$ cat src/rtl/dhcp_vlg_pkg.sv
// Shared DHCP definitions: option code constants, the option-parser state
// encoding and the default set of tracked option codes.
package dhcp_vlg_pkg;

    localparam logic [7:0] DHCP_OPT_PAD = 8'd0;
    localparam logic [7:0] DHCP_OPT_END = 8'd255;

    // Channel 0 is the LSB entry: 53 (msg type), 1 (mask), 58 (T1), 59 (T2),
    // 51 (lease), 54 (server id), 3 (router), 6 (DNS).
    localparam logic [7:0][7:0] DHCP_OPT_CODES_DFLT =
        {8'd6, 8'd3, 8'd54, 8'd51, 8'd59, 8'd58, 8'd1, 8'd53};

    typedef enum logic [2:0] {
        IDLE,
        KIND,
        LEN,
        DATA,
        FLUSH,
        DONE
    } dhcp_opt_parse_fsm_t;

endpackage

$ cat src/rtl/dhcp_vlg_opt_parse_if.sv
// Byte stream in, parsed option table out. The byte source uses the master
// view; the parser uses the slave view.
interface dhcp_vlg_opt_parse_if #(
    parameter int OPT_NUM = 8,
    parameter int MAX_PLD = 14
);
    logic                           in_val;
    logic [7:0]                     in_dat;
    logic                           in_sof;
    logic                           in_eof;
    logic [OPT_NUM-1:0]             opt_pres;
    logic [OPT_NUM*8-1:0]           opt_len;
    logic [OPT_NUM*MAX_PLD*8-1:0]   opt_dat;
    logic [OPT_NUM-1:0]             opt_trunc;
    logic [OPT_NUM-1:0]             opt_dup;
    logic                           done;
    logic                           err;

    modport master (
        output in_val, in_dat, in_sof, in_eof,
        input  opt_pres, opt_len, opt_dat, opt_trunc, opt_dup, done, err
    );

    modport slave (
        input  in_val, in_dat, in_sof, in_eof,
        output opt_pres, opt_len, opt_dat, opt_trunc, opt_dup, done, err
    );
endinterface

$ cat src/rtl/dhcp_vlg_opt_parse.sv
// Streaming DHCP option (TLV) parser. Walks the option bytes that follow the
// magic cookie and captures up to OPT_NUM configured option codes into
// fixed-size payload registers, with presence/length/truncation/duplicate
// flags and a done/err completion pulse.
module dhcp_vlg_opt_parse
    import dhcp_vlg_pkg::*;
#(
    parameter int                       OPT_NUM       = 8,
    parameter int                       MAX_PLD       = 14,
    parameter logic [OPT_NUM-1:0][7:0]  OPT_CODES     = DHCP_OPT_CODES_DFLT,
    parameter int                       MAX_OPT_BYTES = 312
) (
    input  logic                 clk,
    input  logic                 rst,
    dhcp_vlg_opt_parse_if.slave  bus
);

    localparam int IDX_W = (OPT_NUM > 1) ? $clog2(OPT_NUM) : 1;
    localparam int PLD_W = (MAX_PLD > 1) ? $clog2(MAX_PLD) : 1;
    localparam int CNT_W = $clog2(MAX_OPT_BYTES + 1);

    dhcp_opt_parse_fsm_t state_reg, state_next, eff_state;

    logic               start, kind_acc, len_acc, data_acc, parse, fin_err, ovr;
    logic               hit_reg, skip_reg, silent_reg, err_reg;
    logic [IDX_W-1:0]   idx_reg;
    logic [7:0]         len_reg, rem_reg;
    logic [7:0]         wr_idx;
    logic [CNT_W-1:0]   cnt_reg, cnt_base;
    logic               cnt_last;

    logic [OPT_NUM-1:0] pres_reg, trunc_reg, dup_reg;
    logic [7:0]         len_arr [OPT_NUM];
    logic [7:0]         dat_arr [OPT_NUM][MAX_PLD];

    // Returns {hit, channel}; codes are assumed unique so at most one hits.
    function automatic logic [IDX_W:0] code_match(input logic [7:0] code);
        logic [IDX_W:0] m;
        m = '0;
        for (int i = 0; i < OPT_NUM; i++) begin
            if (OPT_CODES[i] == code) begin
                m = {1'b1, IDX_W'(i)};
            end
        end
        return m;
    endfunction

    // A new message restarts the count, so the sof byte is byte number one.
    assign cnt_base = start ? '0 : cnt_reg;
    assign cnt_last = (cnt_base >= CNT_W'(MAX_OPT_BYTES - 1));
    assign wr_idx   = len_reg - rem_reg;

    // FSM state register.
    always_ff @(posedge clk) begin
        if (rst) begin
            state_reg <= IDLE;
        end else begin
            state_reg <= state_next;
        end
    end

    // Next state and per-byte strobes; in_sof forces the byte to be treated
    // as an option kind byte whatever state we were in.
    always_comb begin
        state_next = state_reg;
        eff_state  = state_reg;
        start      = 1'b0;
        kind_acc   = 1'b0;
        len_acc    = 1'b0;
        data_acc   = 1'b0;
        parse      = 1'b0;
        fin_err    = 1'b0;
        ovr        = 1'b0;
        if (state_reg == DONE) begin
            state_next = silent_reg ? FLUSH : IDLE;
        end
        if (bus.in_val) begin
            start = bus.in_sof;
            if (bus.in_sof) begin
                eff_state = KIND;
            end
            case (eff_state)
                KIND: begin
                    if (bus.in_dat == DHCP_OPT_END) begin
                        state_next = bus.in_eof ? DONE : FLUSH;
                    end else begin
                        parse = 1'b1;
                        if (bus.in_dat == DHCP_OPT_PAD) begin
                            state_next = KIND;
                        end else begin
                            kind_acc   = 1'b1;
                            state_next = LEN;
                        end
                    end
                end
                LEN: begin
                    parse      = 1'b1;
                    len_acc    = 1'b1;
                    state_next = (bus.in_dat == 8'd0) ? KIND : DATA;
                end
                DATA: begin
                    parse      = 1'b1;
                    data_acc   = 1'b1;
                    state_next = (rem_reg == 8'd1) ? KIND : DATA;
                end
                FLUSH: begin
                    if (bus.in_eof) begin
                        state_next = silent_reg ? IDLE : DONE;
                    end
                end
                DONE: begin
                    if (silent_reg && bus.in_eof) begin
                        state_next = IDLE;
                    end
                end
                default: ;
            endcase
            // Running out of bytes anywhere but on/after END is malformed;
            // an overrun reports once and then drains the rest quietly.
            if (parse && bus.in_eof) begin
                state_next = DONE;
                fin_err    = 1'b1;
            end else if (parse && cnt_last) begin
                state_next = DONE;
                fin_err    = 1'b1;
                ovr        = 1'b1;
            end
        end
    end

    // Option table, message byte counter and per-option working registers.
    always_ff @(posedge clk) begin
        if (rst) begin
            hit_reg    <= 1'b0;
            idx_reg    <= '0;
            skip_reg   <= 1'b1;
            silent_reg <= 1'b0;
            err_reg    <= 1'b0;
            len_reg    <= '0;
            rem_reg    <= '0;
            cnt_reg    <= '0;
            pres_reg   <= '0;
            trunc_reg  <= '0;
            dup_reg    <= '0;
            for (int c = 0; c < OPT_NUM; c++) begin
                len_arr[c] <= '0;
                for (int b = 0; b < MAX_PLD; b++) begin
                    dat_arr[c][b] <= '0;
                end
            end
        end else begin
            if (start) begin
                silent_reg <= 1'b0;
                err_reg    <= 1'b0;
                pres_reg   <= '0;
                trunc_reg  <= '0;
                dup_reg    <= '0;
                for (int c = 0; c < OPT_NUM; c++) begin
                    len_arr[c] <= '0;
                    for (int b = 0; b < MAX_PLD; b++) begin
                        dat_arr[c][b] <= '0;
                    end
                end
            end
            if (bus.in_val && (start || state_reg != IDLE)) begin
                cnt_reg <= (cnt_base == CNT_W'(MAX_OPT_BYTES)) ? cnt_base : cnt_base + 1'b1;
            end
            if (kind_acc) begin
                {hit_reg, idx_reg} <= code_match(bus.in_dat);
            end
            if (len_acc) begin
                len_reg <= bus.in_dat;
                rem_reg <= bus.in_dat;
                if (hit_reg && !pres_reg[idx_reg]) begin
                    pres_reg[idx_reg]  <= 1'b1;
                    len_arr[idx_reg]   <= bus.in_dat;
                    trunc_reg[idx_reg] <= (bus.in_dat > 8'(MAX_PLD));
                    skip_reg           <= 1'b0;
                end else begin
                    // Untracked code or a repeat: walk the payload, store nothing.
                    skip_reg <= 1'b1;
                    if (hit_reg) begin
                        dup_reg[idx_reg] <= 1'b1;
                    end
                end
            end
            if (data_acc) begin
                rem_reg <= rem_reg - 8'd1;
                if (!skip_reg && wr_idx < 8'(MAX_PLD)) begin
                    dat_arr[idx_reg][wr_idx[PLD_W-1:0]] <= bus.in_dat;
                end
            end
            if (fin_err) begin
                err_reg <= 1'b1;
            end
            if (ovr) begin
                silent_reg <= 1'b1;
            end
        end
    end

    genvar gi, gj;
    generate
        for (gi = 0; gi < OPT_NUM; gi++) begin : g_ch
            assign bus.opt_len[gi*8 +: 8] = len_arr[gi];
            for (gj = 0; gj < MAX_PLD; gj++) begin : g_byte
                assign bus.opt_dat[(gi*MAX_PLD+gj)*8 +: 8] = dat_arr[gi][gj];
            end
        end
    endgenerate

    assign bus.opt_pres  = pres_reg;
    assign bus.opt_trunc = trunc_reg;
    assign bus.opt_dup   = dup_reg;
    assign bus.done      = (state_reg == DONE);
    assign bus.err       = err_reg;

endmodule

$ cat src/flat_wrapper.sv
// flat-port wrapper written by rule: the top's interface ports become plain ports
module dhcp_vlg_opt_parse_flat import dhcp_vlg_pkg::*;
#(
    parameter int                       OPT_NUM       = 8,
    parameter int                       MAX_PLD       = 14,
    parameter logic [OPT_NUM-1:0][7:0]  OPT_CODES     = DHCP_OPT_CODES_DFLT,
    parameter int                       MAX_OPT_BYTES = 312
)
  (clk, rst, bus_in_val, bus_in_dat, bus_in_sof, bus_in_eof, bus_opt_pres, bus_opt_len, bus_opt_dat, bus_opt_trunc, bus_opt_dup, bus_done, bus_err);
  dhcp_vlg_opt_parse_if #(.OPT_NUM(OPT_NUM), .MAX_PLD(MAX_PLD)) bus_i ();
  input  logic clk;
  input  logic rst;
  input wire logic [$bits(bus_i.in_val)-1:0] bus_in_val;
  input wire logic [$bits(bus_i.in_dat)-1:0] bus_in_dat;
  input wire logic [$bits(bus_i.in_sof)-1:0] bus_in_sof;
  input wire logic [$bits(bus_i.in_eof)-1:0] bus_in_eof;
  output wire logic [$bits(bus_i.opt_pres)-1:0] bus_opt_pres;
  output wire logic [$bits(bus_i.opt_len)-1:0] bus_opt_len;
  output wire logic [$bits(bus_i.opt_dat)-1:0] bus_opt_dat;
  output wire logic [$bits(bus_i.opt_trunc)-1:0] bus_opt_trunc;
  output wire logic [$bits(bus_i.opt_dup)-1:0] bus_opt_dup;
  output wire logic [$bits(bus_i.done)-1:0] bus_done;
  output wire logic [$bits(bus_i.err)-1:0] bus_err;
  assign bus_i.in_val = bus_in_val;
  assign bus_i.in_dat = bus_in_dat;
  assign bus_i.in_sof = bus_in_sof;
  assign bus_i.in_eof = bus_in_eof;
  assign bus_opt_pres = bus_i.opt_pres;
  assign bus_opt_len = bus_i.opt_len;
  assign bus_opt_dat = bus_i.opt_dat;
  assign bus_opt_trunc = bus_i.opt_trunc;
  assign bus_opt_dup = bus_i.opt_dup;
  assign bus_done = bus_i.done;
  assign bus_err = bus_i.err;
  dhcp_vlg_opt_parse #(.OPT_NUM(OPT_NUM), .MAX_PLD(MAX_PLD), .OPT_CODES(OPT_CODES), .MAX_OPT_BYTES(MAX_OPT_BYTES)) u_core (.clk(clk), .rst(rst), .bus(bus_i));
endmodule
$ cat config.mk
export PLATFORM = sky130hd
export DESIGN_NAME = dhcp_vlg_opt_parse_flat
export DESIGN_NICKNAME = d
export VERILOG_FILES = /design/src/rtl/dhcp_vlg_pkg.sv /design/src/rtl/dhcp_vlg_opt_parse_if.sv /design/src/rtl/dhcp_vlg_opt_parse.sv /design/src/flat_wrapper.sv
export SDC_FILE = /design/constraint.sdc
export NUM_CORES = 1
export LEC_CHECK = 0
export ABC_AREA = 1
export BUFFER_PORTS_ARGS = -buffer_cell sky130_fd_sc_hd__buf_2
export CORE_AREA = 10 10 384 386
export CTS_BUF_LIST = sky130_fd_sc_hd__clkbuf_8
export DETAILED_ROUTE_END_ITERATION = 16
export DIE_AREA = 0 0 394 396
export PLACE_DENSITY = 0.52
export REMOVE_ABC_BUFFERS = 1
export SYNTH_ARGS = -nofsm -noshare
export SYNTH_HDL_FRONTEND = slang
export SYNTH_SLANG_ARGS = --single-unit
$ cat constraint.sdc
create_clock -name clk -period 3.3 [get_ports clk]
set_input_delay 0.66 -clock clk [delete_from_list [all_inputs] [get_ports clk]]
set_output_delay 0.66 -clock clk [all_outputs]
set_load 0.02 [all_outputs]
==> summary.txt <==
Outcome
  • Outcome: finished, final reports clean

Floorplanning
  • Initial cell density of the core: 28.2%
  • Overall die height: 396 microns
  • Chip Width: 394 microns
  • Area of the die: 156000 sq um
  • Number of ports placed on the die boundary: 999
  • Core area: 139000 sq um
  • Placement row count: 137

Synthesis
  • Primary flip-flop cell chosen by synthesis mapping: sky130_fd_sc_hd__edfxtp_1
  • Flip-flop and latch count after synthesis: 1019
  • Count of warnings emitted by yosys: 0
  • Mean Syn Cell Area: 13.8 sq um
  • Syn Std Cell Area: 39300 sq um
  • Fraction of registers with async set/reset: 0%
  • Netlist cell types: 44
  • Cell count after synthesis: 2852
  • Number of enable flip-flop cells after synthesis: 960
  • Sequential element share of the synthesized area: 76.4%

STA
  • Number of hold violations in the final report: 0
  • Fmax: 324 MHz
  • Final slew viol count: 0
  • Fin Setup TNS: 0 ns
  • Final critical-path required period: 3.09 ns
  • Share of the clock period used by the worst path: 93.5%
  • Worst max-slew margin expressed relative to the limit: 46.5%
  • Maximum clock skew at final layout: 0.0456 ns
  • Final setup vio count: 0
  • Transition time at the pin with the least slew margin: 0.803 ns

Pwr
  • Sequential fraction of design power: 53.2%
  • Cell-internal power: 20.3 mW
  • Share of total power in the clock network: 36.6%
  • Static power due to leakage: 22.7 nW
  • Worst-case vdd ir drop: 317 uV
  • Power density over the cells: 555 nW/um^2
  • Sw Pwr: 7.85 mW
  • Total power: 28.2 mW
  • Gate power share: 10.3%
  • Fraction of power spent switching nets: 27.9%

Placement
  • Placed instance count: 5714
  • Weighted congestion at the end of routability-driven global placement: 0.868
  • Count of buffers from port buffering: 998
  • Total half-perimeter wirelength after legalization and detailed placement: 110000 microns

Drt
  • Wire length per cell after detailed routing: 25.6 microns
  • Number of design-rule violations left by the first detailed-router iteration: 2523
  • Number of detailed-route iterations in the first pass: 6
  • Number of antenna-violating nets in the routed design: 0
  • Vias: 27700
  • Per-cell via count in the routed design: 4.61
  • Remaining design rule violation count: 0
  • Final routed wirelength across all metal layers: 154000 microns

Layout
  • Fin cells: 6023
  • Share of cells above drive strength 1: 37.6%
  • Post-layout util: 36.5%
  • Layout overhead on the synthesized area: 29.3%
  • Flip-flop count of the largest register, all copies and words added: 896
  • Net total in the final layout: 4044

Setup path
  • Worst setup path startpoint: u_core.len_reg[0]$_SDFFE_PP0P_
  • Kind of launch point of the worst setup path: register
  • Critical-path top delay cell: sky130_fd_sc_hd__fa_1
  • Crit path DAT: 3.61 ns
  • Cell count of the worst reg-to-reg path: 13
  • Most used cell, CP: sky130_fd_sc_hd__nand2_1
  • FF-to-FF setup slack: 0.21 ns
  • Capture point of the worst path: u_core.dat_arr[5][41]$_SDFFCE_PN0P_
  • Number of buffer and inverter instances along the worst setup path: 3
  • Worst-path cell chain: inv_1 -> ha_1 -> fa_1 -> nand3b_1 -> nand2_1 -> nand2_1 -> nand3_1 -> nand3_1 -> nor2_4 -> buf_12 -> buf_12 -> nand4_2 -> nand2_1
  • Longest individual stage delay on the worst path: 0.42 ns
  • Data required time at the worst endpoint: 3.83 ns
  • Reg2reg start: u_core.len_reg[0]$_SDFFE_PP0P_
  • Maximum fanout count along the critical path: 14
  • Terminus of the critical flop-to-flop path: u_core.dat_arr[5][41]$_SDFFCE_PN0P_
  • Nature of the critical path endpoint: register
  • Path type of the worst setup path: register to register
  • Number of gates on the worst path with buffers counted: 13
  • Largest delay contributor family on the critical path: simple AND/OR/NAND/NOR gates

Global route
  • Maximum number of pins on one net before global-route repair: 70
  • First-pass GRT wire length: 215000 microns
  • Number of global-route vias before repair: 27600
  • Antenna violations before repair: 10
  • Grt ovf: 0
  • Global-route total usage across every layer: 18.9%

Clock tree
  • Maximum root-to-sink buffer count: 3
  • CTS sink count: 1019
  • CTS Buf Count: 171
  • H-tree lvl count: 4
  • TritonCTS clock tree: built
  • Source-to-sink clock delay at the later pin of the worst-skew pair: 0.88 ns
  • Root buf cell: sky130_fd_sc_hd__clkbuf_8
  • Clock transition at the registers of the reported paths: 0.06 ns

Job
  • Number of maximum-capacitance constraint violations: 0

Worst hold path
  • Class of the tightest hold or removal check: input pin to register
  • Hold Crit Depth: 3
synth_stat cells, drive strengths merged, types with 9 or more instances:
cell / instances / area, sq um
a31oi: 9 / 56.3
nand3: 42 / 250
o21ai: 25 / 125
nand2: 251 / 945
clkbuf: 126 / 474
dfxtp: 59 / 1180
nand4: 121 / 2150
nor2: 1033 / 3910
buf: 40 / 287
ha: 12 / 150
inv: 83 / 312
nor3: 13 / 86.3
a21oi: 31 / 159
edfxtp: 960 / 28800
layout make-up:
class                           count  area (sq um)
Clock inverter                    122           623
Sequential cell                  1019         30000
Multi-Input combinational cell   1579          8300
Inverter                           88           353
Timing Repair Buffer             1159          6720
Tap cell                         1876          2350
Fill cell                       13800         88400
Clock buffer                      174          2390
Antenna cell                        6          15.0
worst min-delay path by stage:
stage | startpoint | end | slack (ns)
after detailed placement | u_core.bus.err$_SDFFE_PP0P_ | u_core.bus.err$_SDFFE_PP0P_ | 0.44
after global placement | u_core.bus.opt_dup[5]$_SDFF_PP0_ | u_core.bus.opt_dup[5]$_SDFF_PP0_ | 0.44
final | bus_in_dat[6] | u_core.len_reg[6]$_SDFFE_PP0P_ | 0.13
after global routing | bus_in_dat[6] | u_core.len_reg[6]$_SDFFE_PP0P_ | 0.06
after floorplan | u_core.skip_reg$_SDFFE_PP1P_ | u_core.skip_reg$_SDFFE_PP1P_ | 0.44
after CTS | bus_in_dat[6] | u_core.len_reg[6]$_SDFFE_PP0P_ | 0.02
layout by cell type, fill, tap and decap left out, drive strengths merged, types with 12 or more instances in the layout:
cell type,n
buf,1158
clkbuf,175
clkinv,59
inv,145
nor2,1033
nand3,42
nor3,13
nand4,121
a21oi,31
ha,12
o21ai,25
nand2,251
edfxtp,960
dfxtp,59
worst register-to-register path: stages (launching register included):
cell,delay [ns]
sky130_fd_sc_hd__dfxtp_1,0.33
sky130_fd_sc_hd__inv_1,0.06
sky130_fd_sc_hd__ha_1,0.20
sky130_fd_sc_hd__fa_1,0.42
sky130_fd_sc_hd__nand3b_1,0.21
sky130_fd_sc_hd__nand2_1,0.11
sky130_fd_sc_hd__nand2_1,0.07
sky130_fd_sc_hd__nand3_1,0.08
sky130_fd_sc_hd__nand3_1,0.12
sky130_fd_sc_hd__nor2_4,0.22
sky130_fd_sc_hd__buf_12,0.26
sky130_fd_sc_hd__buf_12,0.24
sky130_fd_sc_hd__nand4_2,0.13
sky130_fd_sc_hd__nand2_1,0.31
power by group through the flow:
stage / sequential (mW) / combinational [mW] / clock [mW]
after floorplan: 15.9 / 0.703 / 0
after global placement: 15.2 / 2.93 / 0
after detailed placement: 15.2 / 2.94 / 0
after CTS: 15.0 / 2.94 / 10.5
after global routing: 15.0 / 3.03 / 11.1
final: 15.0 / 2.90 / 10.3
routing by layer:
metal / global-route usage [%] / part of all wire [%] / vias to the layer above
met1: 22.0 / 38 / 13900
met4: 6.18 / 3.1 / 0
met5: 0 / 0 / -
met2: 32.7 / 50 / 1307
met3: 6.14 / 9.1 / 235
li1: - / - / 12300
cell families (layout without fill, tap and decap cells):
logic type | after synthesis | after routing | synth area share [%]
xor gates and xnor gates | 8 | 8 | 0.198
other | 0 | 6 | 0
AOI/OAI and AO/OA | 83 | 83 | 1.20
DFF | 1019 | 1019 | 76.4
buffers and inverters | 254 | 1543 | 2.78
and+or+nand+nor | 1475 | 1475 | 19.0
adders and majority gates | 13 | 13 | 0.433
through the flow:
stage	setup WS (ns)	hold slack, ns	area, sq um
after floorplan	-7.14	0.436	38500
after global placement	0.0583	0.442	47600
after detailed placement	-0.0355	0.443	47600
after CTS	0.0589	0.0180	50600
after global routing	-0.00220	0.0632	50700
final	0.215	0.132	50800
repair_timing:
action,CTS,global route
gates resized for setup,0,34
setup buffers,0,6
hold buffers,0,0
endpoints found under the setup margin,0,450
(Power assumes the default switching activity.)
